### src/rtl/tristate_bus_arbiter.sv
// Two-requester arbiter producing exclusive enables for a shared tri-state net.
// Round-robin on ties, bounded ownership with forced release, and a fixed
// all-low turnaround gap between owners.
module tristate_bus_arbiter #(
  parameter int TURN_CYCLES = 1,
  parameter int HOLD_MAX    = 8
) (
  input  logic       i_clk,
  input  logic       i_reset_n,
  input  logic [1:0] i_req,
  output logic       o_d1_en,
  output logic       o_d2_en,
  output logic       o_busy,
  output logic       o_owner,
  output logic       o_preempt
);

  localparam int HW = $clog2(HOLD_MAX + 1);
  localparam int TW = $clog2(TURN_CYCLES + 1);
  localparam logic [HW-1:0] HOLD_LIMIT = HW'(HOLD_MAX);
  localparam logic [TW-1:0] TURN_LIMIT = TW'(TURN_CYCLES);

  typedef enum logic [1:0] {
    S_IDLE = 2'd0,
    S_OWN  = 2'd1,
    S_TURN = 2'd2
  } state_t;

  state_t        r_state;
  logic          r_owner;
  logic          r_last;
  logic [HW-1:0] r_hold;
  logic [TW-1:0] r_turn;
  logic          r_d1_en;
  logic          r_d2_en;
  logic          r_busy;
  logic          r_preempt;

  logic w_grant;
  logic w_winner;

  // Arbitration: a lone requester wins; on a tie the one that did not win last time.
  always_comb begin
    w_grant  = |i_req;
    w_winner = (i_req == 2'b11) ? ~r_last : i_req[1];
  end

  // Control FSM; enables/busy are registered decodes updated on every state change.
  always_ff @(posedge i_clk) begin
    if (!i_reset_n) begin
      r_state   <= S_IDLE;
      r_owner   <= 1'b0;
      r_last    <= 1'b1;
      r_hold    <= '0;
      r_turn    <= '0;
      r_d1_en   <= 1'b0;
      r_d2_en   <= 1'b0;
      r_busy    <= 1'b0;
      r_preempt <= 1'b0;
    end else begin
      r_preempt <= 1'b0;
      case (r_state)
        S_IDLE: begin
          if (w_grant) begin
            r_state <= S_OWN;
            r_owner <= w_winner;
            r_last  <= w_winner;
            r_hold  <= HW'(1);
            r_d1_en <= ~w_winner;
            r_d2_en <= w_winner;
            r_busy  <= 1'b1;
          end
        end
        S_OWN: begin
          if (!i_req[r_owner]) begin
            r_state <= S_TURN;
            r_turn  <= TW'(1);
            r_d1_en <= 1'b0;
            r_d2_en <= 1'b0;
            r_busy  <= 1'b0;
          end else if (r_hold == HOLD_LIMIT && i_req[~r_owner]) begin
            r_state   <= S_TURN;
            r_turn    <= TW'(1);
            r_d1_en   <= 1'b0;
            r_d2_en   <= 1'b0;
            r_busy    <= 1'b0;
            r_preempt <= 1'b1;
          end else if (r_hold != HOLD_LIMIT) begin
            r_hold <= r_hold + HW'(1);
          end
        end
        S_TURN: begin
          if (r_turn == TURN_LIMIT) begin
            if (w_grant) begin
              r_state <= S_OWN;
              r_owner <= w_winner;
              r_last  <= w_winner;
              r_hold  <= HW'(1);
              r_d1_en <= ~w_winner;
              r_d2_en <= w_winner;
              r_busy  <= 1'b1;
            end else begin
              r_state <= S_IDLE;
            end
          end else begin
            r_turn <= r_turn + TW'(1);
          end
        end
        default: begin
          r_state <= S_IDLE;
          r_d1_en <= 1'b0;
          r_d2_en <= 1'b0;
          r_busy  <= 1'b0;
        end
      endcase
    end
  end

  assign o_d1_en   = r_d1_en;
  assign o_d2_en   = r_d2_en;
  assign o_busy    = r_busy;
  assign o_owner   = r_owner;
  assign o_preempt = r_preempt;

endmodule
### config.mk
export PLATFORM = sky130hd
export DESIGN_NAME = tristate_bus_arbiter
export DESIGN_NICKNAME = d
export VERILOG_FILES = /design/src/rtl/tristate_bus_arbiter.sv
export SDC_FILE = /design/constraint.sdc
export NUM_CORES = 1
export LEC_CHECK = 0
export ABC_CLOCK_PERIOD_IN_PS = 3800
export CORE_AREA = 2 2 42 44
export DETAILED_ROUTE_END_ITERATION = 8
export DIE_AREA = 0 0 44 46
export GPL_TIMING_DRIVEN = 1
export SETUP_SLACK_MARGIN = 0.02
export SYNTH_ARGS = -nofsm -noshare
export SYNTH_HDL_FRONTEND = slang
export SYNTH_SLANG_ARGS = --single-unit
### constraint.sdc
create_clock -name i_clk -period 3.8 [get_ports i_clk]
set_input_delay 0.95 -clock i_clk [delete_from_list [all_inputs] [get_ports i_clk]]
set_output_delay 0.95 -clock i_clk [all_outputs]
set_load 0.1 [all_outputs]
==> flow_summary.yaml, run 1 <==
flow_run:
  max-cap-violations: 0
cts:
  clkLatencyLatePin_ps: 280
  clock_path_buffers: 2
  h-tree-depth: 1
  cts.repair.resized: 0
  clock_pin_slew_worst_setup_and_hold_paths_ps: 80
  cts-hold-fix-buffers: 0
  cts_buffers: 3
  cts_tree: "built"
  cts_num_sinks: 13
  cts-root-buf: "clkbuf_4"
  post_cts.repair.setup_buffers: 0
die:
  core_um2: 1610
  initial_util: 0.407
  die_h_um: 46
  num_rows: 15
  dieWidth_um: 44
  ios: 9
  die-area_um2: 2020
synth:
  synthesis.area_um2: 657
  yosys_register_bits: 13
  synth.lib_cells_used.distinct: 28
  syn_avg_cell_area_um2: 8.76
  synth_top_area_frac: 0.396
  yosys.area.top_type: "dfxtp_1"
  synthesis.instances: 75
  post_synth_main_area_contributors: "dfxtp_1 40%, nand3_1 4.6%, nand2_1 4.0%, ha_1 3.8%, o21ai_0 3.8%"
  synth_fp_nets: 81
  ys.warnings.count: 0
  synth-seq-area-share: 0.396
sta:
  tightestPinTransition_ps: 965
  whs_ps: 488
  timing.final.max_slew_violations: 0
  finalCriticalPeriod_ps: 2830
  grt_setup_unrepaired: "no"
  final.setup.worst_slack_ps: 973
  final_min_period_over_clock_period: 0.744
  clock_skew_ps: 3.97
  finalSetupViolations: 0
  timing.fmax_mhz: 354
  worst_slew_margin_rel: 0.354
  fin_hold_viols: 0
  final_tns_setup_ps: 0
critical_path:
  timing.critical_path.arrival_ps: 1880
  worst_ep_required_time_ps: 2850
  r2r-start: "r_hold[0]"
  setup.worst_path.class: "reg2out"
  worst_setup_path_start_kind: "register"
  cpLargestDelayFamily: "buffers and inverters"
  cp-startpoint: "o_owner"
  path_max_fanout: 5
  slowest_stage: "clkdlybuf4s50_1"
  max_stage_delay_on_crit_path_ps: 1170
  setup.worst_path.end_class: "output pin"
  path_cells: "clkdlybuf4s50_1"
  cp.buffers_inverters: 1
cells_and_area:
  stdcell_area_um2: 774
  design.final.nets: 92
  syn2layout_area_growth_pct: 17.9
  register_area_um2: 260
  finalNonFillerCells: 102
  final_cell_mix: "13 x dfxtp_1, 8 x clkdlybuf4s50_1, 7 x nand2_1, 6 x nand3_1, 5 x o21ai_0"
  n_antenna_cell: 0
  most_common_cell_after_layout_fill_and_taps_aside: "dfxtp_1"
  multiInputGateArea_um2: 375
  filler_cell_count: 163
  final_core_utilization: 0.480
  layout-drive-gt1-share: 0.0706
min_path:
  hold_path.startpoint: "r_hold[3]"
  hold_path_class: "reg2reg"
grt:
  grt_overflow_total: 0
  global_route.usage.total: 0.150
  wire_length_of_the_first_global_routing_pass_mm: 2.14
  number_of_global_route_vias_before_repair: 474
  number_of_antenna_violations_at_the_first_check_in_global_routing: 0
  grt_max_degree: 14
place:
  dpl_cell_area_um2: 748
  numPlacedInstances: 98
  port_buffers: 8
  dp_worst_setup_slack_ps: 1230
  globalplace.congestion: 0.788
  dp_hpwl_um: 908
routing:
  routed-wl-met2_um: 527
  antenna_violating_nets_post_route: 0
  dr.max_layer_used: "met4"
  detail_route.iter0.violations: 9
  drt_drc_violations_left: 0
  post_drt_via_cell_ratio: 5.57
  route.final.wire_length_mm: 1.26
  post_drt_wl_per_cell_um: 12.4
  m1_wire_length_um: 607
  route.vias.total: 568
  wl_met3_um: 86
  initial_drt_pass_iterations: 4
outcome:
  status: "completed"
power:
  vdd.ir_drop.worst_mv: 0.148
  p_leak_nw: 0.290
  total_power_mw: 0.345
  power.density_nw_per_um2: 445
-- worst register-to-register path, delay by kind of cell, from the launching register on --
| family | cells | cell delay [ps] |
|---|---|---|
| compound gates | 2 | 610 |
| flops | 1 | 390 |
| mux | 1 | 220 |
| simple gates | 1 | 200 |
| fa+ha+maj | 1 | 180 |
| buf+inv | 1 | 70 |
-- final cells by class --
class | count | share of cell area
timing repair buffer | 8 | 0.103
tap | 17 | 0.0275
multi-input combinational | 57 | 0.485
clock buffer | 4 | 0.0339
sequential | 13 | 0.336
inverter | 3 | 0.0145
-- where the power goes --
group	total, mW	leakage (nW)	switching (mW)	internal (mW)
combinational	0.0960	0.168	0.0628	0.0331
sequential	0.160	0.107	0.0115	0.148
clock	0.0891	0.0150	0.0483	0.0408
-- worst paths after layout --
| path | cells past startpoint | slack (ps) | to |
|---|---|---|---|
| worst max register to register | 6 | 2070 | r_hold[1] |
| worst max-delay path | 1 | 970 | o_owner |
| worst min-delay path | 2 | 490 | r_hold[3] |
| worst min register to register | 2 | 490 | r_hold[3] |
-- sequential cells by signal, summed over array words and instances (netlist names) --
register	flops
o_owner	1
r_turn	1
r_state	2
r_hold	4
o_preempt	1
o_d2_en	1
o_d1_en	1
r_last	1
o_busy	1
-- cell usage after synthesis, drive strengths merged --
| cell | n |
|---|---|
| o21a | 2 |
| nand2 | 7 |
| nand3b | 1 |
| or4 | 1 |
| o21ai | 5 |
| or3 | 3 |
| nor2 | 3 |
| o211a | 1 |
| mux2 | 2 |
| nand3 | 6 |
| o31a | 1 |
| and2b | 1 |
| and3b | 1 |
| inv | 3 |
| a211o | 2 |
| nor3b | 1 |
| o22a | 1 |
| nand2b | 2 |
| o21ba | 1 |
| a211oi | 2 |
| buf | 2 |
| mux2i | 2 |
| a21boi | 3 |
| dfxtp | 13 |
| nor2b | 2 |
| a21oi | 4 |
| nor3 | 1 |
| ha | 2 |
-- metal layers --
layer  up-vias  track usage
met2        20        0.209
met3         5       0.0397
met5         -            0
met1       250        0.198
met4         0        0.109
li1        293            -
-- cell families after synthesis --
family,after synthesis,synth area share
mux,4,0.0648
fa+ha+maj,2,0.0381
flops,13,0.396
simple gates,29,0.236
buf+inv,5,0.0324
compound gates,22,0.232
(Power assumes the default switching activity.)
==> run 2: changes to the inputs <==
--- a/config.mk
+++ b/config.mk
@@ -5,7 +5,7 @@
 export SDC_FILE = /design/constraint.sdc
 export NUM_CORES = 1
 export LEC_CHECK = 0
-export ABC_CLOCK_PERIOD_IN_PS = 3800
+export ABC_CLOCK_PERIOD_IN_PS = 2800
 export CORE_AREA = 2 2 42 44
 export DETAILED_ROUTE_END_ITERATION = 8
 export DIE_AREA = 0 0 44 46
==> constraint.sdc (replaced) <==
create_clock -name i_clk -period 2.8 [get_ports i_clk]
set_input_delay 0.7 -clock i_clk [delete_from_list [all_inputs] [get_ports i_clk]]
set_output_delay 0.7 -clock i_clk [all_outputs]
set_load 0.1 [all_outputs]
==> run 2 against run 1 <==
Core utilization shrank 0.78 points. Clock power up 29%. Global-route usage up 0.69 points. Critical path depth increased by 4. Setup slack got worse by 230 ps. Sequential share of layout area is 0.55 points higher. Largest cell class unchanged.
==> flow_summary.yaml, run 2 (synthesized netlist as in run 1, its figures left out) <==
cts:
  h-tree-depth: 1
  cts.repair.resized: 0
  cts-hold-fix-buffers: 0
  cts_tree: "built"
  clkLatencyLatePin_ps: 270
  cts-root-buf: "clkbuf_4"
  clock_path_buffers: 2
  cts_buffers: 3
  clock_pin_slew_worst_setup_and_hold_paths_ps: 80
  post_cts.repair.setup_buffers: 0
  cts_num_sinks: 13
sta:
  clock_skew_ps: 2.35
  timing.final.max_slew_violations: 0
  tightestPinTransition_ps: 468
  fin_hold_viols: 0
  whs_ps: 488
  grt_setup_unrepaired: "no"
  worst_slew_margin_rel: 0.687
  final_tns_setup_ps: 0
  final_min_period_over_clock_period: 0.736
  timing.fmax_mhz: 485
  finalSetupViolations: 0
  finalCriticalPeriod_ps: 2060
grt:
  global_route.usage.total: 0.157
  wire_length_of_the_first_global_routing_pass_mm: 2.30
  grt_max_degree: 14
  number_of_global_route_vias_before_repair: 542
  number_of_antenna_violations_at_the_first_check_in_global_routing: 0
  grt_overflow_total: 0
power:
  p_leak_nw: 0.299
  vdd.ir_drop.worst_mv: 0.240
  power.density_nw_per_um2: 605
routing:
  drt_drc_violations_left: 0
  post_drt_via_cell_ratio: 5.63
  detail_route.iter0.violations: 11
  antenna_violating_nets_post_route: 0
  route.vias.total: 574
  post_drt_wl_per_cell_um: 12.4
  initial_drt_pass_iterations: 4
  route.final.wire_length_mm: 1.27
critical_path:
  setup.worst_path.class: "in2reg"
  worst_setup_path_start_kind: "primary input"
  max_stage_delay_on_crit_path_ps: 580
  worst_ep_required_time_ps: 3010
  setup.worst_path.end_class: "register"
  path_cells: "clkdlybuf4s50_1 > mux2i_1 > a211o_1 > or3_1 > a21oi_1"
  timing.critical_path.arrival_ps: 2270
  path_max_fanout: 7
  slowest_stage: "clkdlybuf4s50_1"
place:
  dp_hpwl_um: 945
  globalplace.congestion: 0.825
  port_buffers: 8
die:
  num_rows: 15
  ios: 9
  die_h_um: 46
  core_um2: 1610
  initial_util: 0.407
  die-area_um2: 2020
  dieWidth_um: 44
flow_run:
  max-cap-violations: 0
cells_and_area:
  design.final.nets: 92
  filler_cell_count: 162
  top_regs: "r_hold (4), r_state (2)"
  max_reg_flops: 4
  layout-drive-gt1-share: 0.129
  final_cell_mix: "13 x dfxtp_1, 7 x nand2_1, 6 x nand3_1, 5 x o21ai_0, 5 x buf_4"
  syn2layout_area_growth_pct: 16.0
  max_flop_register: "r_hold"
  n_antenna_cell: 0
  most_common_cell_after_layout_fill_and_taps_aside: "dfxtp_1"
outcome:
  status: "completed"
min_path:
  hold_path_class: "reg2reg"
## run 2: cell count changes in the layout (fill, tap and decap cells not counted), sizes merged
cell,delta
clkdlybuf4s50,-5
buf,+5
## run 2: report_power, final
part	internal (mW)	switching, mW
registers	0.201	0.0156
logic	0.0433	0.0857
clock network	0.0551	0.0597
total	0.300	0.161
## run 2: final cells by class
| cell class | count | area, um^2 | area share |
|---|---|---|---|
| multi-input cells | 57 | 375 | 0.493 |
| well taps | 17 | 21.3 | 0.0279 |
| inverters | 3 | 11.3 | 0.0148 |
| repair buffers | 8 | 67.6 | 0.0887 |
| flip-flops and latches | 13 | 260 | 0.342 |
| clock buffers | 4 | 26.3 | 0.0345 |
## run 2: through the flow
| step | cell area, um^2 | utilization | power (mW) | setup slack (ps) | std cells |
|---|---|---|---|---|---|
| 2_1_floorplan | 657 | - | 0.321 | 690 | 75 |
| 3_3_place_gp | 736 | 0.456 | 0.351 | 490 | 98 |
| 3_5_place_dp | 736 | 0.456 | 0.350 | 479 | 98 |
| 4_1_cts | 762 | 0.472 | 0.465 | 761 | 102 |
| 5_1_grt | 762 | 0.472 | 0.489 | 565 | 102 |
| 6_report | 762 | 0.472 | 0.461 | 740 | 102 |
## run 2: path summary, 6_finish.rpt
kind | endpoint | slack [ps] | cells after the start | start
setup / recovery | r_hold[3] | 740 | 5 | i_req[1]
hold reg to reg | o_d2_en | 490 | 2 | o_d2_en
setup reg to reg | r_hold[1] | 1040 | 6 | r_hold[0]
hold / removal | o_d2_en | 490 | 2 | o_d2_en
## run 2: layer usage
metal	vias up	part of all wire	routed length, um	track usage
met5	-	0	0	0
met4	0	0.0095	12	0.0909
met3	2	0.049	62	0.0397
met2	12	0.44	557	0.253
met1	271	0.50	633	0.189
li1	289	-	-	-
## run 2: critical path: cells and delay by family
kind | cells | cell delay [ps]
buf+inv | 1 | 580
compound gates | 2 | 480
simple gates | 1 | 310
mux | 1 | 200
==> run 3: changes to the inputs <==
--- a/config.mk
+++ b/config.mk
@@ -5,7 +5,7 @@
 export SDC_FILE = /design/constraint.sdc
 export NUM_CORES = 1
 export LEC_CHECK = 0
-export ABC_CLOCK_PERIOD_IN_PS = 2800
+export ABC_CLOCK_PERIOD_IN_PS = 2110
 export CORE_AREA = 2 2 42 44
 export DETAILED_ROUTE_END_ITERATION = 8
 export DIE_AREA = 0 0 44 46
==> constraint.sdc (replaced) <==
create_clock -name i_clk -period 2.11 [get_ports i_clk]
set_input_delay 0.5275 -clock i_clk [delete_from_list [all_inputs] [get_ports i_clk]]
set_output_delay 0.5275 -clock i_clk [all_outputs]
set_load 0.1 [all_outputs]
==> run 3 against run 2 <==
Global-route usage shrank 0.20 points. Register-to-register slack lost 650 ps. Flip-flop and latch count is the same. Critical path type unchanged. Setup slack lost 440 ps. Sequential power grew 33%. Highest routed layer unchanged. Critical endpoint is now r_hold[2]. Hold slack is essentially flat. Total power grew 37%. Die area is the same. Final area grew 6.1%. Largest power group unchanged.
==> flow_summary.yaml, run 3 (synthesized netlist as in run 1, its figures left out) <==
outcome:
  status: "completed"
flow_run:
  max-cap-violations: 0
critical_path:
  worst_setup_path_start_kind: "primary input"
  r2r.worst_path.cells: 7
  regToRegEndpoint: "r_hold[1]"
  worst_setup_path_endpoint: "r_hold[2]"
  cpLargestDelayFamily: "buffers and inverters"
  total_number_of_cells_along_the_worst_setup_path: 5
  path_cells: "clkdlybuf4s50_1 > mux2i_1 > a211o_1 > or3_1 > a21oi_1"
  setup.worst_path.class: "in2reg"
  path_max_fanout: 5
  timing.critical_path.arrival_ps: 2020
  worst-r2r-setup-slack_ps: 390
  slowest_stage: "clkdlybuf4s50_1"
  setup.worst_path.end_class: "register"
  max_stage_delay_on_crit_path_ps: 540
  cp.buffers_inverters: 1
  cp-startpoint: "i_req[1]"
  r2r-start: "r_hold[0]"
  worst_ep_required_time_ps: 2320
routing:
  drt_drc_violations_left: 0
  post_drt_via_cell_ratio: 5.26
  detail_route.iter0.violations: 9
  initial_drt_pass_iterations: 4
  antenna_violating_nets_post_route: 0
  route.final.wire_length_mm: 1.30
  post_drt_wl_per_cell_um: 12.1
  route.vias.total: 568
sta:
  final_min_period_over_clock_period: 0.860
  finalSetupViolations: 0
  fin_hold_viols: 0
  whs_ps: 488
  tightestPinTransition_ps: 473
  timing.final.max_slew_violations: 0
  final_tns_setup_ps: 0
  clock_skew_ps: 1.52
  grt_setup_unrepaired: "no"
  worst_slew_margin_rel: 0.684
  finalCriticalPeriod_ps: 1810
  timing.fmax_mhz: 551
min_path:
  hold_path.startpoint: "r_hold[3]"
  hold_path_class: "reg2reg"
cts:
  cts_num_sinks: 13
  cts.repair.resized: 0
  cts_tree: "built"
  cts-hold-fix-buffers: 0
  clock_pin_slew_worst_setup_and_hold_paths_ps: 80
  cts_buffers: 3
  clock_path_buffers: 2
  cts-root-buf: "clkbuf_4"
  h-tree-depth: 1
  clkLatencyLatePin_ps: 270
  post_cts.repair.setup_buffers: 0
cells_and_area:
  top_regs: "r_hold (4), r_state (2)"
  layout-drive-gt1-share: 0.198
  design.final.nets: 98
  final_cell_mix: "12 x dfxtp_1, 11 x buf_4, 7 x nand2_1, 6 x nand3_1, 5 x o21ai_0"
  max_reg_flops: 4
  filler_cell_count: 150
  most_common_cell_after_layout_fill_and_taps_aside: "dfxtp_1"
  syn2layout_area_growth_pct: 23.0
  max_flop_register: "r_hold"
  n_antenna_cell: 0
  final_core_utilization: 0.501
power:
  vdd.ir_drop.worst_mv: 0.301
  p_leak_nw: 0.329
  power.density_nw_per_um2: 778
die:
  ios: 9
  dieWidth_um: 44
  die-area_um2: 2020
  core_um2: 1610
  num_rows: 15
  initial_util: 0.407
  die_h_um: 46
place:
  globalplace.congestion: 0.774
  dp_hpwl_um: 967
  port_buffers: 8
grt:
  number_of_global_route_vias_before_repair: 551
  global_route.usage.total: 0.155
  grt_overflow_total: 0
  grt_max_degree: 14
  number_of_antenna_violations_at_the_first_check_in_global_routing: 0
  wire_length_of_the_first_global_routing_pass_mm: 2.28
==> run 3: tightest hold or removal path: stages, from the launching register on <==
cell     delay (ps)
dfxtp_1         320
o21ai_0          70
a21oi_1          60
==> run 3: worst min path at each step <==
stage	slack [ps]	endpoint	depth (start not counted)
finish	490	r_hold[3]	2
global route	520	r_hold[3]	2
CTS	490	r_hold[3]	2
detailed placement	480	r_hold[3]	2
global placement	470	r_hold[3]	2
floorplan	450	r_hold[3]	2
==> run 3: layout make-up <==
class / instances / area, um^2 / area share
Clock buffer: 4 / 26.3 / 0.0325
Inverter: 3 / 11.3 / 0.0139
Multi-Input combinational cell: 57 / 375 / 0.464
Sequential cell: 13 / 262 / 0.324
Tap cell: 17 / 21.3 / 0.0263
Timing Repair Buffer: 14 / 113 / 0.139
==> run 3: through the flow <==
step / instance area, um^2 / instances / setup slack [ps] / power (mW)
finish: 808 / 108 / 296 / 0.629
global route: 808 / 108 / 197 / 0.669
CTS: 808 / 108 / 303 / 0.636
detailed placement: 782 / 104 / 14.0 / 0.480
global placement: 782 / 104 / 54.8 / 0.478
floorplan: 658 / 75 / 350 / 0.426
==> run 3: report_power, final <==
group,internal (mW),total (mW),switching [mW]
Clock,0.0731,0.156,0.0825
Combinational,0.0697,0.186,0.116
Sequential,0.267,0.288,0.0202
==> run 3: metal layers <==
metal  vias to the layer above  routed length [um]  track usage
met5                         -                   0            0
met4                         0                  14       0.0727
met3                         2                  54       0.0397
met2                         9                 580        0.247
met1                       251                 653        0.195
li1                        306                   -            -
